==> config.mk <==
export PLATFORM = sky130hd
export DESIGN_NAME = ov7670_config_sequencer
export DESIGN_NICKNAME = d
export VERILOG_FILES = /design/src/rtl/ov7670_config_sequencer.sv
export SDC_FILE = /design/constraint.sdc
export NUM_CORES = 1
export LEC_CHECK = 0
export CAP_MARGIN = 20
export CORE_MARGIN = 1.5
export CORE_UTILIZATION = 57
export DETAILED_ROUTE_END_ITERATION = 8
export GPL_ROUTABILITY_DRIVEN = 0
export PLACE_DENSITY = 0.94
export SLEW_MARGIN = 20
export SYNTH_ARGS = -nofsm -noshare
export SYNTH_HDL_FRONTEND = slang
export SYNTH_SLANG_ARGS = --single-unit
==> constraint.sdc <==
create_clock -name clk -period 3.85 [get_ports clk]
set_clock_uncertainty 0.05 [all_clocks]
set_input_delay 0.77 -clock clk [delete_from_list [all_inputs] [get_ports clk]]
set_output_delay 0.77 -clock clk [all_outputs]
set_load 0.02 [all_outputs]
==> src/rtl/ov7670_config_sequencer.sv <==
// ov7670_config_sequencer
//
// Walks a synchronous configuration ROM of packed {register, value} entries and issues one SCCB
// write per entry through a request/done handshake. In-band markers insert delays or end the
// table early; NACKed writes are retried up to MAX_RETRY extra times before the pass aborts.
//
// Ports:
//   clk, rst_n          clock, asynchronous active-low reset
//   start               single-cycle pulse, begins a pass (ignored while busy)
//   rom_addr / rom_data ROM address out, entry in (valid one cycle after rom_addr)
//   sccb_req/reg/dat    write request and its payload, held stable until accepted
//   sccb_ready          master accepts when sccb_req && sccb_ready
//   sccb_done/nack      completion pulse; nack qualifies done
//   busy                pass in progress
//   done / error        sticky result of the last pass
//   err_addr            ROM address of the entry whose write exhausted its retries
module ov7670_config_sequencer #(
    parameter int unsigned ADDR_W       = 8,
    parameter int unsigned REG_W        = 8,
    parameter int unsigned DAT_W        = 8,
    parameter int unsigned DELAY_CYCLES = 1000000,
    parameter int unsigned MAX_RETRY    = 3,
    parameter logic [REG_W+DAT_W-1:0] END_MARK   = '1,
    parameter logic [REG_W+DAT_W-1:0] DELAY_MARK = {{REG_W{1'b1}}, DAT_W'(8'hF0)}
) (
    input  logic                    clk,
    input  logic                    rst_n,
    input  logic                    start,
    output logic [ADDR_W-1:0]       rom_addr,
    input  logic [REG_W+DAT_W-1:0]  rom_data,
    output logic                    sccb_req,
    output logic [REG_W-1:0]        sccb_reg,
    output logic [DAT_W-1:0]        sccb_dat,
    input  logic                    sccb_ready,
    input  logic                    sccb_done,
    input  logic                    sccb_nack,
    output logic                    busy,
    output logic                    done,
    output logic                    error,
    output logic [ADDR_W-1:0]       err_addr
);

    localparam int unsigned DelayW = $clog2(DELAY_CYCLES + 1);
    localparam int unsigned RetryW = (MAX_RETRY > 0) ? $clog2(MAX_RETRY + 1) : 1;
    localparam logic [DelayW-1:0] DelayLoad = DelayW'(DELAY_CYCLES - 1);
    localparam logic [RetryW-1:0] RetryMax  = RetryW'(MAX_RETRY);
    localparam logic [ADDR_W-1:0] AddrMax   = '1;

    typedef enum logic [3:0] {
        StIdle,
        StWaitRom,
        StDecode,
        StWrite,
        StWaitAck,
        StDelay,
        StNext,
        StDone,
        StError
    } state_e;

    state_e               state_q, state_d;
    logic [ADDR_W-1:0]    rom_addr_q, rom_addr_d;
    logic [RetryW-1:0]    retry_q, retry_d;
    logic [DelayW-1:0]    delay_q, delay_d;
    logic                 req_q, req_d;
    logic [REG_W-1:0]     reg_q, reg_d;
    logic [DAT_W-1:0]     dat_q, dat_d;
    logic                 busy_q, busy_d;
    logic                 done_q, done_d;
    logic                 error_q, error_d;
    logic [ADDR_W-1:0]    err_addr_q, err_addr_d;

    always_ff @(posedge clk or negedge rst_n) begin
        if (!rst_n) begin
            state_q    <= StIdle;
            rom_addr_q <= '0;
            retry_q    <= '0;
            delay_q    <= '0;
            req_q      <= 1'b0;
            reg_q      <= '0;
            dat_q      <= '0;
            busy_q     <= 1'b0;
            done_q     <= 1'b0;
            error_q    <= 1'b0;
            err_addr_q <= '0;
        end else begin
            state_q    <= state_d;
            rom_addr_q <= rom_addr_d;
            retry_q    <= retry_d;
            delay_q    <= delay_d;
            req_q      <= req_d;
            reg_q      <= reg_d;
            dat_q      <= dat_d;
            busy_q     <= busy_d;
            done_q     <= done_d;
            error_q    <= error_d;
            err_addr_q <= err_addr_d;
        end
    end

    always_comb begin
        state_d    = state_q;
        rom_addr_d = rom_addr_q;
        retry_d    = retry_q;
        delay_d    = delay_q;
        req_d      = req_q;
        reg_d      = reg_q;
        dat_d      = dat_q;
        busy_d     = busy_q;
        done_d     = done_q;
        error_d    = error_q;
        err_addr_d = err_addr_q;

        unique case (state_q)
            StIdle, StDone, StError: begin
                if (start) begin
                    rom_addr_d = '0;
                    retry_d    = '0;
                    done_d     = 1'b0;
                    error_d    = 1'b0;
                    busy_d     = 1'b1;
                    state_d    = StWaitRom;
                end
            end
            // rom_addr was updated on the edge entering this state; data lands next cycle.
            StWaitRom: state_d = StDecode;
            StDecode: begin
                if (rom_data == END_MARK) begin
                    busy_d  = 1'b0;
                    done_d  = 1'b1;
                    state_d = StDone;
                end else if (rom_data == DELAY_MARK) begin
                    delay_d = DelayLoad;
                    state_d = StDelay;
                end else begin
                    reg_d   = rom_data[REG_W+DAT_W-1:DAT_W];
                    dat_d   = rom_data[DAT_W-1:0];
                    req_d   = 1'b1;
                    state_d = StWrite;
                end
            end
            StWrite: begin
                if (sccb_ready) begin
                    req_d   = 1'b0;
                    state_d = StWaitAck;
                end
            end
            StWaitAck: begin
                if (sccb_done) begin
                    if (!sccb_nack) begin
                        state_d = StNext;
                    end else if (retry_q < RetryMax) begin
                        // reg/dat are still held, so the retry resends the same write.
                        retry_d = retry_q + 1'b1;
                        req_d   = 1'b1;
                        state_d = StWrite;
                    end else begin
                        err_addr_d = rom_addr_q;
                        busy_d     = 1'b0;
                        error_d    = 1'b1;
                        state_d    = StError;
                    end
                end
            end
            StDelay: begin
                if (delay_q == '0) begin
                    state_d = StNext;
                end else begin
                    delay_d = delay_q - 1'b1;
                end
            end
            StNext: begin
                // The last ROM slot is an implicit end of table; the address never wraps.
                if (rom_addr_q == AddrMax) begin
                    busy_d  = 1'b0;
                    done_d  = 1'b1;
                    state_d = StDone;
                end else begin
                    rom_addr_d = rom_addr_q + 1'b1;
                    retry_d    = '0;
                    state_d    = StWaitRom;
                end
            end
            default: state_d = StIdle;
        endcase
    end

    assign rom_addr = rom_addr_q;
    assign sccb_req = req_q;
    assign sccb_reg = reg_q;
    assign sccb_dat = dat_q;
    assign busy     = busy_q;
    assign done     = done_q;
    assign error    = error_q;
    assign err_addr = err_addr_q;

endmodule

==> impl_metrics.ini <==
[outcome]
status = finished clean

[worst_setup_path]
cp_data_required_time_ns = 4.03
cp.arrival_ns = 3.22
rr_worst_depth = 5
worstSetupPathType = register to register
crit_fanout = 23
r2r_slack_ns = 0.81
r2r_end = delay_q[11]$_DFFE_PN0P_
startpoint_type = register
r2r_start = state_q[1]$_DFFE_PN0P_
crit_path_end_kind = register

[clock_tree]
postCtsHoldBufs = 0
clockBufferDepth = 2
cts_resized = 0
clock-sinks = 62
insertion_delay_ns = 0.34
cts_inserted_buffers = 9
cts_setup_buffers = 0
cts_tree = yes
path_clk_slew_ns = 0.07
cts_htree_levels = 3
root_buffer = clkbuf_8

[synth]
synth-warning-count = 0
synth_top_area_share_pct = 45.9
yosys_register_bits = 62
yosys.area.top_type = dfrtp_1
syn-cell-area_um2 = 3380
synth-edff-count = 0
synthTopCellsByCount = 62 x dfrtp_1, 22 x nor2_1, 21 x nand2_1
ys_seq_area_share_pct = 45.9
synth_fp_nets = 348
yosysMostFrequentCell = dfrtp_1
avgSynthCellArea_um2 = 10.5
syn_inst = 322
synth_ff_type = dfrtp_1
synth.distinct_cells = 64
ys_top_cells_by_area = dfrtp_1 46%, mux2_2 6.0%, mux2_4 4.4%
async_flop_share_pct = 100

[final_layout]
nets = 406
regArea_um2 = 1550
area_growth_pct = 23.1
largest_register_ffs = 20
multiInputGateArea_um2 = 1730
antenna_cells_inserted = 0
nFillCells = 387
largest_register = delay_q
fin_area_um2 = 4160
drive_gt1_share_pct = 15.6

[timing]
relSlewSlack_pct = 35.5
period_minus_slack_ns = 3.04
rsz0062_at_grt = false
hold_viol = 0
tightestPinTransition_ns = 0.967
hold_slack_ns = 0.298
finalSetupViolCount = 0
tns_ns = 0
period_share_pct = 78.9
slew_viol_final = 0
max_freq_mhz = 329

[pwr]
p_per_area_nw_per_um2 = 720
vdd_drop_max_mv = 0.548
leakagePower_nw = 1.82

[place]
place.detailed.hpwl_um = 5570
dpl_cell_area_um2 = 3990
io_buffer_count = 57

[floorplan]
dieWidth_um = 80
core_um2 = 5610
ios = 58
fp.dieH_um = 80
die_area_um2 = 6400
num_rows = 27
start_util_pct = 60.3

[global_route]
grt_pass1_wl_um = 13700
grt_overflow = 0
antenna_found_initial = 0
grt_pass1_vias = 2837
grt_max_degree = 46
grt.total_usage_pct = 27.9

[route]
drt-initial-drc-count = 305
ant_nets = 0
routed_wl_um = 8080
avgViaCountPerCell = 6.43
drc = 0
wire_per_inst_um = 17.7
drt_pass1_iterations = 5
via_count = 2931

[flow_run]
maxCapViolCount = 0

[worst_hold_path]
hp-class = input port to asynchronous set/reset pin
routing by layer:
layer / global-route usage [%] / share of wire [%]
met3: 6.97 / 6.2
met5: 0 / 0
met2: 43.6 / 48
met4: 12.6 / 2.6
met1: 36.6 / 43
cells by family after synthesis:
group / count (synthesis) / synth area share, %
multiplexers: 32 / 11.6
flip-flops: 62 / 45.9
buffers and inverters: 21 / 2.85
AO/OA/AOI/OAI: 69 / 14.1
XOR/XNOR: 3 / 0.778
adder cells (fa/ha/maj): 4 / 1.48
AND/OR/NAND/NOR: 131 / 23.3
worst max-delay path, stage by stage (launching register included):
cell	delay [ns]
dfrtp_1	0.76
or4b_1	0.73
and4_1	0.27
a22oi_2	0.57
nand2_1	0.27
o21ba_2	0.28
how the worst max path moves through the flow:
stage	slack [ns]	from	to	cells past startpoint
5_1_grt	0.69	state_q[1]$_DFFE_PN0P_	delay_q[11]$_DFFE_PN0P_	5
6_report	0.81	state_q[1]$_DFFE_PN0P_	delay_q[11]$_DFFE_PN0P_	5
4_1_cts	0.86	rom_data[1]	sccb_reg[4]$_DFFE_PN0P_	6
3_5_place_dp	0.50	rom_data[1]	sccb_dat[7]$_DFFE_PN0P_	6
2_1_floorplan	1.18	rom_data[1]	sccb_dat[6]$_DFFE_PN0P_	6
3_3_place_gp	0.59	rom_data[1]	sccb_reg[7]$_DFFE_PN0P_	6
stage by stage:
step	total power [mW]	instances	utilization [%]	setup slack [ns]
after global routing	3.18	456	74.2	0.691
after detailed placement	2.45	441	71.1	0.503
final	3.00	456	74.2	0.812
after CTS	2.98	456	74.2	0.865
after floorplan	1.99	322	-	1.18
after global placement	2.38	441	71.1	0.591
where the power goes:
part | total, mW | switching (mW) | internal, mW
registers | 1.10 | 0.237 | 0.858
logic | 1.39 | 0.722 | 0.665
clock network | 0.513 | 0.252 | 0.261
total | 3.00 | 1.21 | 1.78
cells in the final DEF (no fill, tap or decap), types with 4 or more instances in the layout:
cell / count
dfrtp_1: 62
nand2_1: 21
clkdlybuf4s50_1: 56
nand4_1: 10
nor2_1: 22
mux2i_1: 4
nand3_1: 14
a21oi_1: 10
mux2_2: 18
nor4_1: 4
clkbuf_8: 11
nor2b_1: 4
mux2_4: 10
ha_1: 4
nand2b_1: 4
or4_1: 9
nor3_1: 7
and3_1: 4
o21ai_0: 18
o31ai_1: 6
and2_1: 4
inv_1: 9
cell type report:
class / count / area share [%]
Sequential cell: 62 / 37.3
Clock inverter: 4 / 0.541
Multi-Input combinational cell: 239 / 41.6
Tap cell: 72 / 2.16
Clock buffer: 11 / 3.64
Inverter: 9 / 0.812
Timing Repair Buffer: 59 / 14.0
(Power assumes the default switching activity.)
